## src/rtl/l1_trig_wb_pkg.sv

```systemverilog
// Shared constants and types for the L1 trigger Wishbone interconnect.
package l1_trig_wb_pkg;

  localparam int ADDR_W_DEF     = 15;
  localparam int SUB_ADDR_W_DEF = 13;
  localparam int DATA_W_DEF     = 32;

  localparam logic [1:0] SP_THRESH  = 2'd0;
  localparam logic [1:0] SP_CONTROL = 2'd1;
  localparam logic [1:0] SP_AGC     = 2'd2;
  localparam logic [1:0] SP_BQ      = 2'd3;

  typedef enum logic [1:0] {
    ST_IDLE  = 2'd0,
    ST_FWD   = 2'd1,
    ST_LOCAL = 2'd2
  } state_e;

endpackage

```

## src/rtl/l1_trig_wb_timeout.sv

```systemverilog
// Loadable down-counter; expired_o is high once the loaded budget has run out.
module l1_trig_wb_timeout #(
  parameter int CYCLES = 255
) (
  input  logic clk,
  input  logic rst_n,
  input  logic load_i,
  input  logic en_i,
  output logic expired_o
);

  localparam int CW = (CYCLES < 2) ? 1 : $clog2(CYCLES + 1);
  localparam logic [CW-1:0] LOAD_VAL = CW'(CYCLES - 1);

  logic [CW-1:0] cnt_q, cnt_d;

  always_comb begin
    cnt_d = cnt_q;
    if (load_i) begin
      cnt_d = LOAD_VAL;
    end else if (en_i && (cnt_q != '0)) begin
      cnt_d = cnt_q - CW'(1);
    end
  end

  always_ff @(posedge clk or negedge rst_n) begin
    if (!rst_n) begin
      cnt_q <= '0;
    end else begin
      cnt_q <= cnt_d;
    end
  end

  assign expired_o = (cnt_q == '0);

endmodule

```

## src/rtl/l1_trig_wb_intercon.sv

```systemverilog
// Wishbone classic 1-to-4 interconnect: decode, single-transaction FSM, local
// completion for gated subspaces and timeout termination of silent targets.
module l1_trig_wb_intercon
  import l1_trig_wb_pkg::*;
#(
  parameter int          ADDR_WIDTH     = ADDR_W_DEF,
  parameter int          SUB_ADDR_WIDTH = SUB_ADDR_W_DEF,
  parameter int          DATA_WIDTH     = DATA_W_DEF,
  parameter int          TIMEOUT_CYCLES = 255,
  parameter logic [3:0]  GATED_MASK     = 4'b0011,
  parameter logic [31:0] BYPASS_DATA    = 32'h0000_0000
) (
  input  logic                      wb_clk_i,
  input  logic                      wb_rst_ni,
  input  logic                      clock_enabled_i,
  input  logic                      wb_cyc_i,
  input  logic                      wb_stb_i,
  input  logic                      wb_we_i,
  input  logic [ADDR_WIDTH-1:0]     wb_adr_i,
  input  logic [DATA_WIDTH-1:0]     wb_dat_i,
  input  logic [3:0]                wb_sel_i,
  output logic                      wb_ack_o,
  output logic                      wb_err_o,
  output logic                      wb_rty_o,
  output logic [DATA_WIDTH-1:0]     wb_dat_o,

  output logic                      thresh_cyc_o,
  output logic                      thresh_stb_o,
  output logic                      thresh_we_o,
  output logic [SUB_ADDR_WIDTH-1:0] thresh_adr_o,
  output logic [DATA_WIDTH-1:0]     thresh_dat_o,
  output logic [3:0]                thresh_sel_o,
  input  logic                      thresh_ack_i,
  input  logic                      thresh_err_i,
  input  logic                      thresh_rty_i,
  input  logic [DATA_WIDTH-1:0]     thresh_dat_i,

  output logic                      control_cyc_o,
  output logic                      control_stb_o,
  output logic                      control_we_o,
  output logic [SUB_ADDR_WIDTH-1:0] control_adr_o,
  output logic [DATA_WIDTH-1:0]     control_dat_o,
  output logic [3:0]                control_sel_o,
  input  logic                      control_ack_i,
  input  logic                      control_err_i,
  input  logic                      control_rty_i,
  input  logic [DATA_WIDTH-1:0]     control_dat_i,

  output logic                      agc_cyc_o,
  output logic                      agc_stb_o,
  output logic                      agc_we_o,
  output logic [SUB_ADDR_WIDTH-1:0] agc_adr_o,
  output logic [DATA_WIDTH-1:0]     agc_dat_o,
  output logic [3:0]                agc_sel_o,
  input  logic                      agc_ack_i,
  input  logic                      agc_err_i,
  input  logic                      agc_rty_i,
  input  logic [DATA_WIDTH-1:0]     agc_dat_i,

  output logic                      bq_cyc_o,
  output logic                      bq_stb_o,
  output logic                      bq_we_o,
  output logic [SUB_ADDR_WIDTH-1:0] bq_adr_o,
  output logic [DATA_WIDTH-1:0]     bq_dat_o,
  output logic [3:0]                bq_sel_o,
  input  logic                      bq_ack_i,
  input  logic                      bq_err_i,
  input  logic                      bq_rty_i,
  input  logic [DATA_WIDTH-1:0]     bq_dat_i
);

  state_e          state_q, state_d;
  logic [1:0]      sel_idx_q, sel_idx_d;
  logic [1:0]      req_idx;
  logic            expired;
  logic [3:0]      tgt_cyc;
  logic [3:0]      tgt_ack, tgt_err, tgt_rty;
  logic [DATA_WIDTH-1:0] tgt_dat [4];

  assign req_idx = wb_adr_i[SUB_ADDR_WIDTH +: 2];

  assign tgt_ack[SP_THRESH]  = thresh_ack_i;
  assign tgt_ack[SP_CONTROL] = control_ack_i;
  assign tgt_ack[SP_AGC]     = agc_ack_i;
  assign tgt_ack[SP_BQ]      = bq_ack_i;
  assign tgt_err[SP_THRESH]  = thresh_err_i;
  assign tgt_err[SP_CONTROL] = control_err_i;
  assign tgt_err[SP_AGC]     = agc_err_i;
  assign tgt_err[SP_BQ]      = bq_err_i;
  assign tgt_rty[SP_THRESH]  = thresh_rty_i;
  assign tgt_rty[SP_CONTROL] = control_rty_i;
  assign tgt_rty[SP_AGC]     = agc_rty_i;
  assign tgt_rty[SP_BQ]      = bq_rty_i;
  assign tgt_dat[SP_THRESH]  = thresh_dat_i;
  assign tgt_dat[SP_CONTROL] = control_dat_i;
  assign tgt_dat[SP_AGC]     = agc_dat_i;
  assign tgt_dat[SP_BQ]      = bq_dat_i;

  l1_trig_wb_timeout #(
    .CYCLES (TIMEOUT_CYCLES)
  ) u_timeout (
    .clk       (wb_clk_i),
    .rst_n     (wb_rst_ni),
    .load_i    (state_q == ST_IDLE),
    .en_i      (state_q == ST_FWD),
    .expired_o (expired)
  );

  always_comb begin
    state_d   = state_q;
    sel_idx_d = sel_idx_q;
    tgt_cyc   = '0;
    wb_ack_o  = 1'b0;
    wb_err_o  = 1'b0;
    wb_rty_o  = 1'b0;
    wb_dat_o  = '0;
    unique case (state_q)
      ST_IDLE: begin
        if (wb_cyc_i && wb_stb_i) begin
          sel_idx_d = req_idx;
          state_d   = (GATED_MASK[req_idx] && !clock_enabled_i) ? ST_LOCAL : ST_FWD;
        end
      end
      ST_FWD: begin
        // Host abort wins over everything; timeout wins over a late target reply.
        if (!wb_cyc_i) begin
          state_d = ST_IDLE;
        end else if (expired) begin
          wb_err_o = 1'b1;
          state_d  = ST_IDLE;
        end else begin
          tgt_cyc[sel_idx_q] = 1'b1;
          if (tgt_err[sel_idx_q]) begin
            wb_err_o = 1'b1;
            wb_dat_o = tgt_dat[sel_idx_q];
            state_d  = ST_IDLE;
          end else if (tgt_rty[sel_idx_q]) begin
            wb_rty_o = 1'b1;
            wb_dat_o = tgt_dat[sel_idx_q];
            state_d  = ST_IDLE;
          end else if (tgt_ack[sel_idx_q]) begin
            wb_ack_o = 1'b1;
            wb_dat_o = tgt_dat[sel_idx_q];
            state_d  = ST_IDLE;
          end
        end
      end
      ST_LOCAL: begin
        wb_ack_o = wb_cyc_i;
        if (wb_cyc_i) begin
          wb_dat_o = BYPASS_DATA[DATA_WIDTH-1:0];
        end
        state_d = ST_IDLE;
      end
      default: state_d = ST_IDLE;
    endcase
  end

  always_ff @(posedge wb_clk_i or negedge wb_rst_ni) begin
    if (!wb_rst_ni) begin
      state_q   <= ST_IDLE;
      sel_idx_q <= SP_THRESH;
    end else begin
      state_q   <= state_d;
      sel_idx_q <= sel_idx_d;
    end
  end

  assign thresh_cyc_o  = tgt_cyc[SP_THRESH];
  assign thresh_stb_o  = tgt_cyc[SP_THRESH];
  assign control_cyc_o = tgt_cyc[SP_CONTROL];
  assign control_stb_o = tgt_cyc[SP_CONTROL];
  assign agc_cyc_o     = tgt_cyc[SP_AGC];
  assign agc_stb_o     = tgt_cyc[SP_AGC];
  assign bq_cyc_o      = tgt_cyc[SP_BQ];
  assign bq_stb_o      = tgt_cyc[SP_BQ];

  // Address, data, direction and byte selects are broadcast; only cyc/stb select.
  assign thresh_we_o   = wb_we_i;
  assign control_we_o  = wb_we_i;
  assign agc_we_o      = wb_we_i;
  assign bq_we_o       = wb_we_i;
  assign thresh_adr_o  = wb_adr_i[SUB_ADDR_WIDTH-1:0];
  assign control_adr_o = wb_adr_i[SUB_ADDR_WIDTH-1:0];
  assign agc_adr_o     = wb_adr_i[SUB_ADDR_WIDTH-1:0];
  assign bq_adr_o      = wb_adr_i[SUB_ADDR_WIDTH-1:0];
  assign thresh_dat_o  = wb_dat_i;
  assign control_dat_o = wb_dat_i;
  assign agc_dat_o     = wb_dat_i;
  assign bq_dat_o      = wb_dat_i;
  assign thresh_sel_o  = wb_sel_i;
  assign control_sel_o = wb_sel_i;
  assign agc_sel_o     = wb_sel_i;
  assign bq_sel_o      = wb_sel_i;

endmodule

```

## config.mk

```make
export PLATFORM = sky130hd
export DESIGN_NAME = l1_trig_wb_intercon
export DESIGN_NICKNAME = d
export VERILOG_FILES = /design/src/rtl/l1_trig_wb_pkg.sv /design/src/rtl/l1_trig_wb_timeout.sv /design/src/rtl/l1_trig_wb_intercon.sv
export SDC_FILE = /design/constraint.sdc
export NUM_CORES = 1
export LEC_CHECK = 0
export BUFFER_PORTS_ARGS = -buffer_cell sky130_fd_sc_hd__buf_2
export CAP_MARGIN = 10
export CORE_AREA = 2 2 173 175
export DETAILED_ROUTE_END_ITERATION = 16
export DIE_AREA = 0 0 175 177
export SYNTH_ARGS = -nofsm -noshare
export SYNTH_HDL_FRONTEND = slang
export SYNTH_SLANG_ARGS = --single-unit
```

## constraint.sdc

```tcl
create_clock -name wb_clk_i -period 3.2 [get_ports wb_clk_i]
set_input_delay 0.96 -clock wb_clk_i [delete_from_list [all_inputs] [get_ports wb_clk_i]]
set_output_delay 0.96 -clock wb_clk_i [all_outputs]
set_load 0.02 [all_outputs]
```

* Word-level counts from Yosys, hierarchy flattened
Index checks and enable logic that the tools add are counted.
** Operators by class
- Bitwise gates (word level) :: 1
- Reductions and logical operators :: 11
- Add/sub/neg operators :: 1
- $lt $le $gt $ge :: 4
- Equality and inequality tests :: 4
- Muxes and demuxes :: 47
** Operator list (number)
- $mux W32 :: 8
- $bmux W32 S2 :: 1
- $mux W1 :: 19
- $mux W8 :: 2
- $mux W2 :: 7
- $mux W4 :: 3
- $bmux W1 S2 :: 4
- $logic_not A8 Y1 :: 1
- $reduce_bool A8 Y1 :: 1
- $sub A8 B1 Y8 const B :: 1
- $lt A2 B3 Y1 const B :: 2
- $ne A6 B6 Y1 const B :: 1
- $logic_and A1 B1 Y1 :: 4
- $pmux W2 S2 :: 1
- $reduce_and A2 Y1 :: 2
- $ge A3 B3 Y1 const B :: 1
- $not A2 Y3 :: 1
- $demux W1 S2 :: 1
- $eq A2 B1 Y1 const B :: 1
- $eq A2 B2 Y1 const B :: 1
- $ge A2 B1 Y1 const B :: 1
- $logic_not A2 Y1 :: 1
- $ne A2 B2 Y1 const B :: 1
- $pmux W1 S2 :: 1
- 2 further kinds :: 2
** Storage, ports and cells
- Output and inout bits :: 243
- Bits in registers :: 12
- Logic and storage cells :: 71
- Input bits :: 197

* Logic depth before layout (Yosys ltp)
Gate-level depths: netlist (run 1).
- Word-level depth :: 10
- Mapped depth :: 7
- Mapped depth without buffers :: 6

* Cells and area by module
A second synthesis (run 1) with hierarchy kept.
** Unflattened totals
- Cells, all modules :: 367
- Area, all modules :: 3464.6 µm²
** By module, submodules not included
- l1_trig_wb_intercon :: cells each 320, sequential area each 100.1 µm², area each 3011.6 µm², instances 1
- l1_trig_wb_timeout :: cells each 47, sequential area each 200.2 µm², area each 452.9 µm², instances 1

* Worst setup path after synthesis (run 1)
No wires, ideal clock.
- Path type :: in2out
- Start :: in wb_cyc_i
- End :: out thresh_stb_o
- Slack :: 6 ps
- Required time :: 2240 ps
- Arrival time :: 2234 ps
- Cell stages on the path :: 4
- Buffers on the path :: 1
- Path through :: nand2_1 a21oi_1 nor3b_1 buf_4
** Between the ends
- Longest elaborated chain between the ends :: 2
** RTL lines
- start: declaration :: RTL line l1_trig_wb_intercon.sv:16 : input logic wb_cyc_i,
- $mux W4 :: RTL line l1_trig_wb_intercon.sv:126 : if (!wb_cyc_i) begin
- $mux W4 :: RTL line l1_trig_wb_intercon.sv:117 : unique case (state_q)
- end: declaration :: RTL line l1_trig_wb_intercon.sv:28 : output logic thresh_stb_o,
No other way between the ends.

* Worst setup path in the final report (run 1)
- Start :: in bq_rty_i
- End :: out wb_dat_o[10]
** Between the ends
- Longest elaborated chain between the ends :: 7
** RTL lines
- start: declaration :: RTL line l1_trig_wb_intercon.sv:68 : input logic bq_rty_i,
- $bmux W1 S2 :: RTL line l1_trig_wb_intercon.sv:137 : end else if (tgt_rty[sel_idx_q]) begin
- $mux W1 (implied by the code) :: RTL line l1_trig_wb_intercon.sv:137
- $mux W32 :: RTL line l1_trig_wb_intercon.sv:137
- $mux W32 :: RTL line l1_trig_wb_intercon.sv:133 : if (tgt_err[sel_idx_q]) begin
- $mux W32 :: RTL line l1_trig_wb_intercon.sv:128 : end else if (expired) begin
- $mux W32 :: RTL line l1_trig_wb_intercon.sv:126
- $mux W32
- end: declaration :: RTL line l1_trig_wb_intercon.sv:25 : output logic [DATA_WIDTH-1:0] wb_dat_o,
No other way between the ends. The select of a mux whose other input is x is not followed.

==> impl_metrics.yaml, run 1 <==
run_status:
  status: "complete, but fails checks"
  violations: "setup timing"
setup_path:
  start_kind: "primary input"
  critPathMaxFanout: 16
  cp-end-kind: "output port"
  cp.arrival_ps: 2410
  required_ps: 2240
  criticalPathCategory: "in2out"
  r2r_cells: 7
power:
  power_frac_comb: 0.743
  clockPowerShare: 0.138
  power_leakage_nw: 1.589
  p_int_mw: 1.120
  power_per_cell_area_nw_per_um2: 505.9
  p_sw_frac: 0.4005
  p_switching_mw: 0.7480
  pwr-share-seq: 0.119
  vdd_ir_drop_max_v: 0.0003390
  finalPower_mw: 1.868
final_layout:
  ff_latch_area_um2: 302.8
  multiInputGateArea_um2: 1521
  drive_above_1_share: 0.7549
  syn_to_final_growth_pct: 10.11
  design_area_um2: 3692
  fill_cells: 3325
  nNetsFinal: 558
routing:
  wirelength_um: 11530
  wl_per_cell_um: 15.46
  drt_iter0_drc: 104
  via_count: 2366
  first_pass_iters: 4
  ant_nets: 0
  vias_per_cell: 3.172
  drcViolationCount: 0
grt:
  grt_remaining_overflow: 0
  grt_start_max_net_pins: 33
  grt_pass1_wl_um: 15260
  grt_pass1_vias: 2431
  track_usage: 0.06538
  antenna_found_initial: 2
place:
  io_buffers: 189
  hpwl_um: 9668
  placed_cell_area_um2: 3273
  gp_congestion: 0.8532
  place_ws_ps: -189.9
clock_tree:
  cts_max_level: 1
  cts_root_buf: "clkbuf_16"
  cts_buffer_depth: 2
  path_clk_slew_ps: 40
  clkSinkCount: 12
  cts_made_buffers: 3
  ctsHoldBuffers: 0
  clk_latency_ps: 240
  cts_tree: "done"
die:
  rows: 63
  initial_core_util: 0.1147
  ios: 440
  fp.coreArea_um2: 29240
  die_w_um: 175
  fp.dieH_um: 177
  die_area_um2: 30980
sta:
  rsz0062_at_grt: "true"
  fin_crit_ps: 3368
  slew_headroom: 0.6923
  fmax_ghz: 0.2969
  layout_setup_ws_ps: -168.2
  setup_tns_ps: -4860
  period_share: 1.053
  slew_violations: 0
  hold_viol_final: 0
  fin_worst_skew_ps: 0.7224
  worst_pin_slew_ps: 461.5
  setup_viol_count_final: 34
synthesis:
  ys_types: 37
  netlist.area_leader.share: 0.4590
  async_reset_ff_frac: 1.000
  synth_top_flop_cell: "dfrtp_1"
  synth.most_common_cell: "buf_4"
  syn_area_per_cell_um2: 9.263
  synth_edf_count: 0
  yosys_warnings: 0
  yosys-top-cells-count: "205 x buf_4, 35 x mux4_2, 33 x nor2b_1, 12 x dfrtp_1, 9 x nand2_1"
  syn_inst: 362
  ys_ff_latch: 12
  synth_nets: 564
  yosysSeqAreaShare: 0.08955
  synthTopCellsByArea: "buf_4 46%, mux4_2 24%, dfrtp_1 9.0%"
  syn_area_um2: 3353
  yosys.area.top_type: "buf_4"
flow_run:
  max_cap_viol_count: 0
worst_hold_path:
  whs_path_depth: 2
  min_path_type: "reg2reg"
final timing paths:
check / from / slack, ps / endpoint
min in group asynchronous: wb_rst_ni / 590 / u_timeout.cnt_q[2]$_DFFE_PN0P_
min: u_timeout.cnt_q[1]$_DFFE_PN0P_ / 550 / u_timeout.cnt_q[1]$_DFFE_PN0P_
min reg2reg: u_timeout.cnt_q[1]$_DFFE_PN0P_ / 550 / u_timeout.cnt_q[1]$_DFFE_PN0P_
max reg2reg: sel_idx_q[0]$_DFFE_PN0P_ / 1170 / state_q[1]$_DFFE_PN0P_
max: bq_rty_i / -170 / wb_dat_o[10]
max in group asynchronous: wb_rst_ni / 2360 / sel_idx_q[0]$_DFFE_PN0P_
placed cells by master (no fill, tap or decap), types with 2 or more instances in the layout:
| master | n |
|---|---|
| nor2_1 | 7 |
| nand3_1 | 2 |
| o2111ai_1 | 2 |
| buf_4 | 22 |
| mux4_2 | 35 |
| nand2_1 | 9 |
| or4_1 | 2 |
| dfrtp_2 | 2 |
| buf_6 | 20 |
| o22ai_1 | 2 |
| clkbuf_16 | 5 |
| ha_1 | 4 |
| xor2_1 | 5 |
| inv_1 | 6 |
| o211ai_1 | 3 |
| a21oi_1 | 2 |
| mux2_2 | 2 |
| nor2b_1 | 21 |
| buf_2 | 161 |
| dfrtp_1 | 10 |
| nor2b_4 | 11 |
power groups by stage:
stage                     sequential (mW)  clock [mW]  combinational [mW]
after floorplan                     0.191           0                1.23
after global placement              0.228           0                1.22
after detailed placement            0.228           0                1.22
after CTS                           0.226       0.263                1.24
after global routing                0.229       0.270                1.48
final                               0.222       0.258                1.39
final cells by class:
class,count,share of cell area
Timing Repair Buffer,206,0.3429
Tap cell,390,0.1322
Antenna cell,1,0.0006777
Clock buffer,4,0.02406
Sequential cell,12,0.08201
Multi-Input combinational cell,127,0.4121
Inverter,6,0.006100
state kept, by name, summed over array words and instances (netlist names):
signal           flops
sel_idx_q            2
u_timeout.cnt_q      8
state_q              2
worst max-delay path, cell delays in order:
cell and delay, ps:
buf_6 90, mux4_2 530, o31ai_4 270, buf_6 160, clkbuf_16 180, nor2b_1 60
buf_4 150
what timing repair did:
item / 4_1_cts / 5_1_grt
resized for setup: 8 / 60
endpoints found under the setup margin: 34 / 34
pin swaps: 3 / 3
buffers inserted: 1 / 3
gates cloned: 0 / 2
metrics by stage:
stage	utilization	instances	hold WS [ps]
3_3_place_gp	0.1119	735	531.3
4_1_cts	0.1162	740	547.7
3_5_place_dp	0.1119	735	537.7
6_report	0.1263	746	552.2
2_1_floorplan	-	362	500.8
5_1_grt	0.1263	746	592.4
metal layers:
metal | vias to the layer above | wire length [um] | track usage
met4 | 2 | 209 | 0.02257
met3 | 32 | 1652 | 0.03995
met1 | 1117 | 4189 | 0.06923
met5 | - | 11 | 0
met2 | 207 | 5468 | 0.1070
li1 | 1008 | - | -
kinds of logic (layout without fill, tap and decap cells):
family | after synthesis | after routing | synth area share
and+or+nand+nor | 63 | 63 | 0.1075
AOI/OAI and AO/OA | 16 | 16 | 0.03955
muxes | 37 | 37 | 0.2418
xor gates and xnor gates | 6 | 6 | 0.01567
DFF | 12 | 12 | 0.08955
buffers and inverters | 223 | 216 | 0.4873
other | 0 | 1 | 0
adders and majority gates | 5 | 5 | 0.01866
(Power assumes the default switching activity.)
==> run 2, diff against run 1 <==
--- a/config.mk
+++ b/config.mk
@@ -7,9 +7,10 @@
 export LEC_CHECK = 0
 export BUFFER_PORTS_ARGS = -buffer_cell sky130_fd_sc_hd__buf_2
 export CAP_MARGIN = 10
-export CORE_AREA = 2 2 173 175
+export CORE_AREA = 2 2 171 173
 export DETAILED_ROUTE_END_ITERATION = 16
-export DIE_AREA = 0 0 175 177
+export DIE_AREA = 0 0 173 175
 export SYNTH_ARGS = -nofsm -noshare
 export SYNTH_HDL_FRONTEND = slang
+export SYNTH_HIERARCHICAL = 1
 export SYNTH_SLANG_ARGS = --single-unit
==> impl_metrics.yaml, run 2 <==
run_status:
  status: "complete, but fails checks"
  violations: "setup timing"
routing:
  ant_nets: 0
  vias_per_cell: 3.288
  first_pass_iters: 4
  drt_iter0_drc: 59
  drcViolationCount: 0
  wirelength_um: 10930
  via_count: 2443
  wl_per_cell_um: 14.72
clock_tree:
  path_clk_slew_ps: 40
  cts_root_buf: "clkbuf_16"
  cts_buffer_depth: 2
  clk_latency_ps: 240
  cts_max_level: 1
  cts_made_buffers: 3
  cts_tree: "done"
  clkSinkCount: 12
setup_path:
  cp-end-kind: "output port"
  start_kind: "primary input"
  cp.arrival_ps: 2400
  critPathMaxFanout: 8
  criticalPathCategory: "in2out"
  required_ps: 2240
synthesis:
  synth_nets: 569
  syn_inst: 367
  yosys.area.top_type: "buf_4"
  syn_area_per_cell_um2: 9.440
  ys_types: 37
  synthMuxAreaShare: 0.2402
  synth.most_common_cell: "buf_4"
  synthTopCellsByArea: "buf_4 44%, mux4_2 23%, dfrtp_1 8.7%"
  yosys-top-cells-count: "205 x buf_4, 35 x mux4_2, 30 x nor2b_2, 12 x dfrtp_1, 10 x nor2_1"
  synth_simple_gate_area_frac: 0.1412
  synth_compound_area_frac: 0.03973
  yosys_warnings: 6
  syn_area_um2: 3465
  synth_top_family_by_area: "buffers and inverters"
  ys_ff_latch: 12
  synth_top_flop_cell: "dfrtp_1"
  synth_xor_area_frac: 0
  yosysSeqAreaShare: 0.08667
  synth_edf_count: 0
  synth-adder-area-share: 0.01806
  async_reset_ff_frac: 1.000
  netlist.area_leader.share: 0.4442
power:
  power_leakage_nw: 1.624
  power_per_cell_area_nw_per_um2: 526.7
  finalPower_mw: 2.033
  vdd_ir_drop_max_v: 0.0002524
sta:
  fin_worst_skew_ps: 2.451
  layout_setup_ws_ps: -160.2
  setup_viol_count_final: 33
  fmax_ghz: 0.2976
  slew_headroom: 0.7099
  slew_violations: 0
  hold_viol_final: 0
  worst_pin_slew_ps: 431.6
  rsz0062_at_grt: "true"
  period_share: 1.050
  fin_crit_ps: 3360
die:
  initial_core_util: 0.1220
  fp.dieH_um: 175
  rows: 62
  ios: 440
  fp.coreArea_um2: 28390
  die_w_um: 173
  die_area_um2: 30280
place:
  gp_congestion: 0.7771
  hpwl_um: 8628
  placed_cell_area_um2: 3386
  io_buffers: 189
grt:
  grt_pass1_wl_um: 14260
  grt_start_max_net_pins: 37
  grt_remaining_overflow: 0
  track_usage: 0.06137
  antenna_found_initial: 0
  grt_pass1_vias: 2441
flow_run:
  max_cap_viol_count: 0
worst_hold_path:
  min_path_type: "reg2reg"
final_layout:
  design_area_um2: 3859
  drive_above_1_share: 0.8050
  diodes: 0
  nNetsFinal: 562
  fill_cells: 3216
  layout_common_cells: "153 x buf_2, 36 x buf_6, 35 x mux4_2, 25 x nor2b_2, 10 x dfrtp_1"
  largestRegisters: "u_timeout/cnt_q: 8 flops, sel_idx_q: 2 flops, state_q: 2 flops"
  mostFrequentLayoutCell: "buf_2"
  largest-register: "u_timeout/cnt_q"
  syn_to_final_growth_pct: 11.38
  largest_register_ffs: 8
[run 2: cell count changes in the layout (fill, tap and decap cells not counted), moves of 3 or more]
cell and delta:
buf_12 +3, buf_2 -8, buf_4 -13, buf_6 +16
nand2_1 -4, nand3_1 +3, nor2b_1 -19, nor2b_2 +24
nor2b_4 -4, o211ai_1 -3, o21ai_0 +3, xor2_1 -5
[run 2: layout make-up]
type,count,area [um^2],area share
Tap cell,384,480.5,0.1245
Inverter,6,22.52,0.005837
Multi-Input combinational cell,132,1578,0.4089
Sequential cell,12,302.8,0.07847
Clock buffer,4,78.83,0.02043
Timing Repair Buffer,205,1396,0.3619
[run 2: critical path, cell delays in order]
cell	delay (ps)
buf_6	90
mux4_2	500
o31ai_4	310
buf_12	180
buf_16	160
nor2b_2	60
buf_6	130
[run 2: cell families after synthesis]
| group | count (synthesis) |
|---|---|
| adders and majority gates | 5 |
| DFF | 12 |
| and+or+nand+nor | 70 |
| muxes | 39 |
| buffers and inverters | 223 |
| AOI/OAI and AO/OA | 18 |
[run 2: layer usage]
layer / up-vias / share of wire / GRT usage
met5: - / 0 / 0.004808
met4: 0 / 0.026 / 0.01907
met3: 29 / 0.18 / 0.04830
met2: 268 / 0.44 / 0.09083
met1: 1113 / 0.35 / 0.06645
li1: 1033 / - / -
[run 2: metrics by stage]
stage / TNS [ps] / util / hold slack [ps] / setup slack, ps / cells
finish: -4798 / 0.1359 / 554.4 / -160.2 / 743
global route: -6958 / 0.1359 / 595.4 / -222.6 / 743
CTS: -4798 / 0.1229 / 559.0 / -163.1 / 738
detailed placement: -4874 / 0.1192 / 544.3 / -164.5 / 733
global placement: -4384 / 0.1192 / 529.0 / -149.0 / 733
floorplan: 0 / - / 504.1 / 121.4 / 367
[run 2: power by group]
group	internal, mW	leakage, nW	switching (mW)
registers	0.182	0.123	0.0435
logic	0.884	1.46	0.691
clock network	0.168	0.0382	0.0648
[run 2: worst paths after layout]
kind                                                      from                              to  slack, ps  cells after the start
worst max-delay path                                  bq_err_i                     wb_dat_o[9]       -160                      7
worst min-delay path            u_timeout/cnt_q[4]$_DFFE_PN0P_  u_timeout/cnt_q[4]$_DFFE_PN0P_        550                      2
worst max register to register  u_timeout/cnt_q[2]$_DFFE_PN0P_          state_q[1]$_DFFE_PN0P_        950                      7
worst min register to register  u_timeout/cnt_q[4]$_DFFE_PN0P_  u_timeout/cnt_q[4]$_DFFE_PN0P_        550                      2
max in group asynchronous                            wb_rst_ni        sel_idx_q[1]$_DFFE_PN0P_       2360                      1
min in group asynchronous                            wb_rst_ni        sel_idx_q[0]$_DFFE_PN0P_        600                      1
[run 2: timing repair]
action	4_1_cts	5_1_grt
setup endpoints to repair	35	37
hold buffers	0	0
buffers inserted	1	2
cloned	0	3
pin swaps	1	3
resized for setup	7	82
==> run 3, diff against run 2 <==
--- a/config.mk
+++ b/config.mk
@@ -10,6 +10,7 @@
 export CORE_AREA = 2 2 171 173
 export DETAILED_ROUTE_END_ITERATION = 16
 export DIE_AREA = 0 0 173 175
+export SKIP_CTS_REPAIR_TIMING = 1
 export SYNTH_ARGS = -nofsm -noshare
 export SYNTH_HDL_FRONTEND = slang
 export SYNTH_HIERARCHICAL = 1
==> impl_metrics.yaml, run 3 (synthesized netlist as in run 2, its figures left out) <==
setup_path:
  critPathMaxFanout: 8
  crit_chain: "buf_6 -> mux4_2 -> o31ai_4 -> buf_12 -> buf_8 -> nor2b_2 -> buf_2"
  r2r_start: "u_timeout/cnt_q[0]$_DFFE_PN0P_"
  crit_path_top_delay_cell: "mux4_2"
  rrSetupSlack_ps: 950
  cp-end-kind: "output port"
  cp.arrival_ps: 2410
  start_kind: "primary input"
  required_ps: 2240
  r2r_end: "state_q[1]$_DFFE_PN0P_"
  slowest_delay_ps: 510
  r2r_cells: 9
  criticalPathCategory: "in2out"
clock_tree:
  clkSinkCount: 12
  cts_made_buffers: 3
  path_clk_slew_ps: 40
  clk_latency_ps: 240
  cts_buffer_depth: 2
  cts_max_level: 1
  cts_root_buf: "clkbuf_16"
  cts_tree: "done"
run_status:
  status: "complete, but fails checks"
  violations: "setup timing"
sta:
  hold_viol_final: 0
  worst_pin_slew_ps: 439.4
  fin_crit_ps: 3366
  fin_worst_skew_ps: 2.470
  timing.hold.ws_ps: 558.7
  layout_setup_ws_ps: -166.0
  slew_headroom: 0.7046
  slew_violations: 0
  setup_viol_count_final: 33
  period_share: 1.052
  fmax_ghz: 0.2971
  rsz0062_at_grt: "true"
flow_run:
  max_cap_viol_count: 0
routing:
  first_pass_iters: 4
  vias_per_cell: 3.241
  ant_nets: 0
  wl_per_cell_um: 14.58
  via_count: 2408
  drt_iter0_drc: 62
  wirelength_um: 10830
  drcViolationCount: 0
final_layout:
  stdcell_count: 743
  largest_register_ffs: 8
  largest-register: "u_timeout/cnt_q"
  diodes: 0
  syn_to_final_growth_pct: 10.36
  largestRegisters: "u_timeout/cnt_q: 8 flops, sel_idx_q: 2 flops, state_q: 2 flops"
  multiInputGateArea_um2: 1590
  drive_above_1_share: 0.8162
  fill_cells: 3224
  nNetsFinal: 562
  layout_common_cells: "161 x buf_2, 35 x mux4_2, 30 x buf_6, 28 x nor2b_2, 10 x dfrtp_1"
  mostFrequentLayoutCell: "buf_2"
  ff_latch_area_um2: 302.8
grt:
  grtUsageMet2: 0.09017
  grt_pass1_vias: 2420
  grtUsageMet3: 0.04830
  grt.busiest_layer: "met2"
  grt_start_max_net_pins: 37
  track_usage: 0.06118
  use_met1: 0.06645
  grt_pass1_wl_um: 14190
  antenna_found_initial: 0
  grt_remaining_overflow: 0
die:
  initial_core_util: 0.1220
  die_area_um2: 30280
  ios: 440
  rows: 62
  fp.coreArea_um2: 28390
  fp.dieH_um: 175
  die_w_um: 173
power:
  vdd_ir_drop_max_v: 0.0002527
  power_leakage_nw: 1.609
  power_per_cell_area_nw_per_um2: 528.2
place:
  io_buffers: 189
  hpwl_um: 8628
  dp_cells: 733
  gp_congestion: 0.7771
  place_ws_ps: -164.5
worst_hold_path:
  whs_path_depth: 2
  hp-start: "state_q[0]$_DFFE_PN0P_"
  whs_endpoint: "state_q[0]$_DFFE_PN0P_"
  min_path_type: "reg2reg"
[run 3: cell count changes in the layout (fill, tap and decap cells not counted), moves of 2 or more]
cell	delta
nor2b_4	-3
buf_2	+8
buf_4	-2
nor2b_2	+3
buf_6	-6
[run 3: final cells by class]
| class | instances | share of cell area |
|---|---|---|
| Inverter | 6 | 0.005890 |
| Sequential cell | 12 | 0.07919 |
| Timing Repair Buffer | 205 | 0.3527 |
| Tap cell | 384 | 0.1257 |
| Multi-Input combinational cell | 132 | 0.4159 |
| Clock buffer | 4 | 0.02062 |
[run 3: per-stage QoR]
stage | instance area [um^2] | setup TNS [ps] | util | total power [mW]
global route | 3824 | -6317 | 0.1347 | 2.138
detailed placement | 3386 | -4874 | 0.1192 | 1.577
finish | 3824 | -5158 | 0.1347 | 2.020
global placement | 3386 | -4384 | 0.1192 | 1.568
floorplan | 3465 | 0 | - | 1.567
CTS | 3465 | -4921 | 0.1220 | 1.822
[run 3: critical path, delay by kind of cell]
family | cells | cell delay [ps]
multiplexers | 1 | 510
AND/OR/NAND/NOR | 1 | 50
buffers and inverters | 4 | 580
AO/OA/AOI/OAI | 1 | 300
[run 3: per-layer routing]
layer / vias up / share of wire
met2: 257 / 0.45
met4: 0 / 0.019
met3: 25 / 0.18
met1: 1092 / 0.35
li1: 1034 / -
met5: - / 0
[run 3: power breakdown]
group | internal [mW] | total, mW | switching, mW
Sequential | 0.182 | 0.225 | 0.0435
Clock | 0.168 | 0.232 | 0.0647
Combinational | 0.866 | 1.56 | 0.696
Total | 1.22 | 2.02 | 0.804
[run 3: worst max path at each step]
stage | startpoint | endpoint | slack [ps] | cells past startpoint
after detailed placement | agc_ack_i | wb_dat_o[31] | -160 | 6
after global routing | bq_err_i | wb_dat_o[20] | -200 | 7
final | bq_err_i | wb_dat_o[20] | -170 | 7
after floorplan | bq_ack_i | wb_dat_o[0] | 120 | 4
after CTS | agc_ack_i | wb_dat_o[31] | -160 | 6
after global placement | agc_ack_i | wb_dat_o[31] | -150 | 6
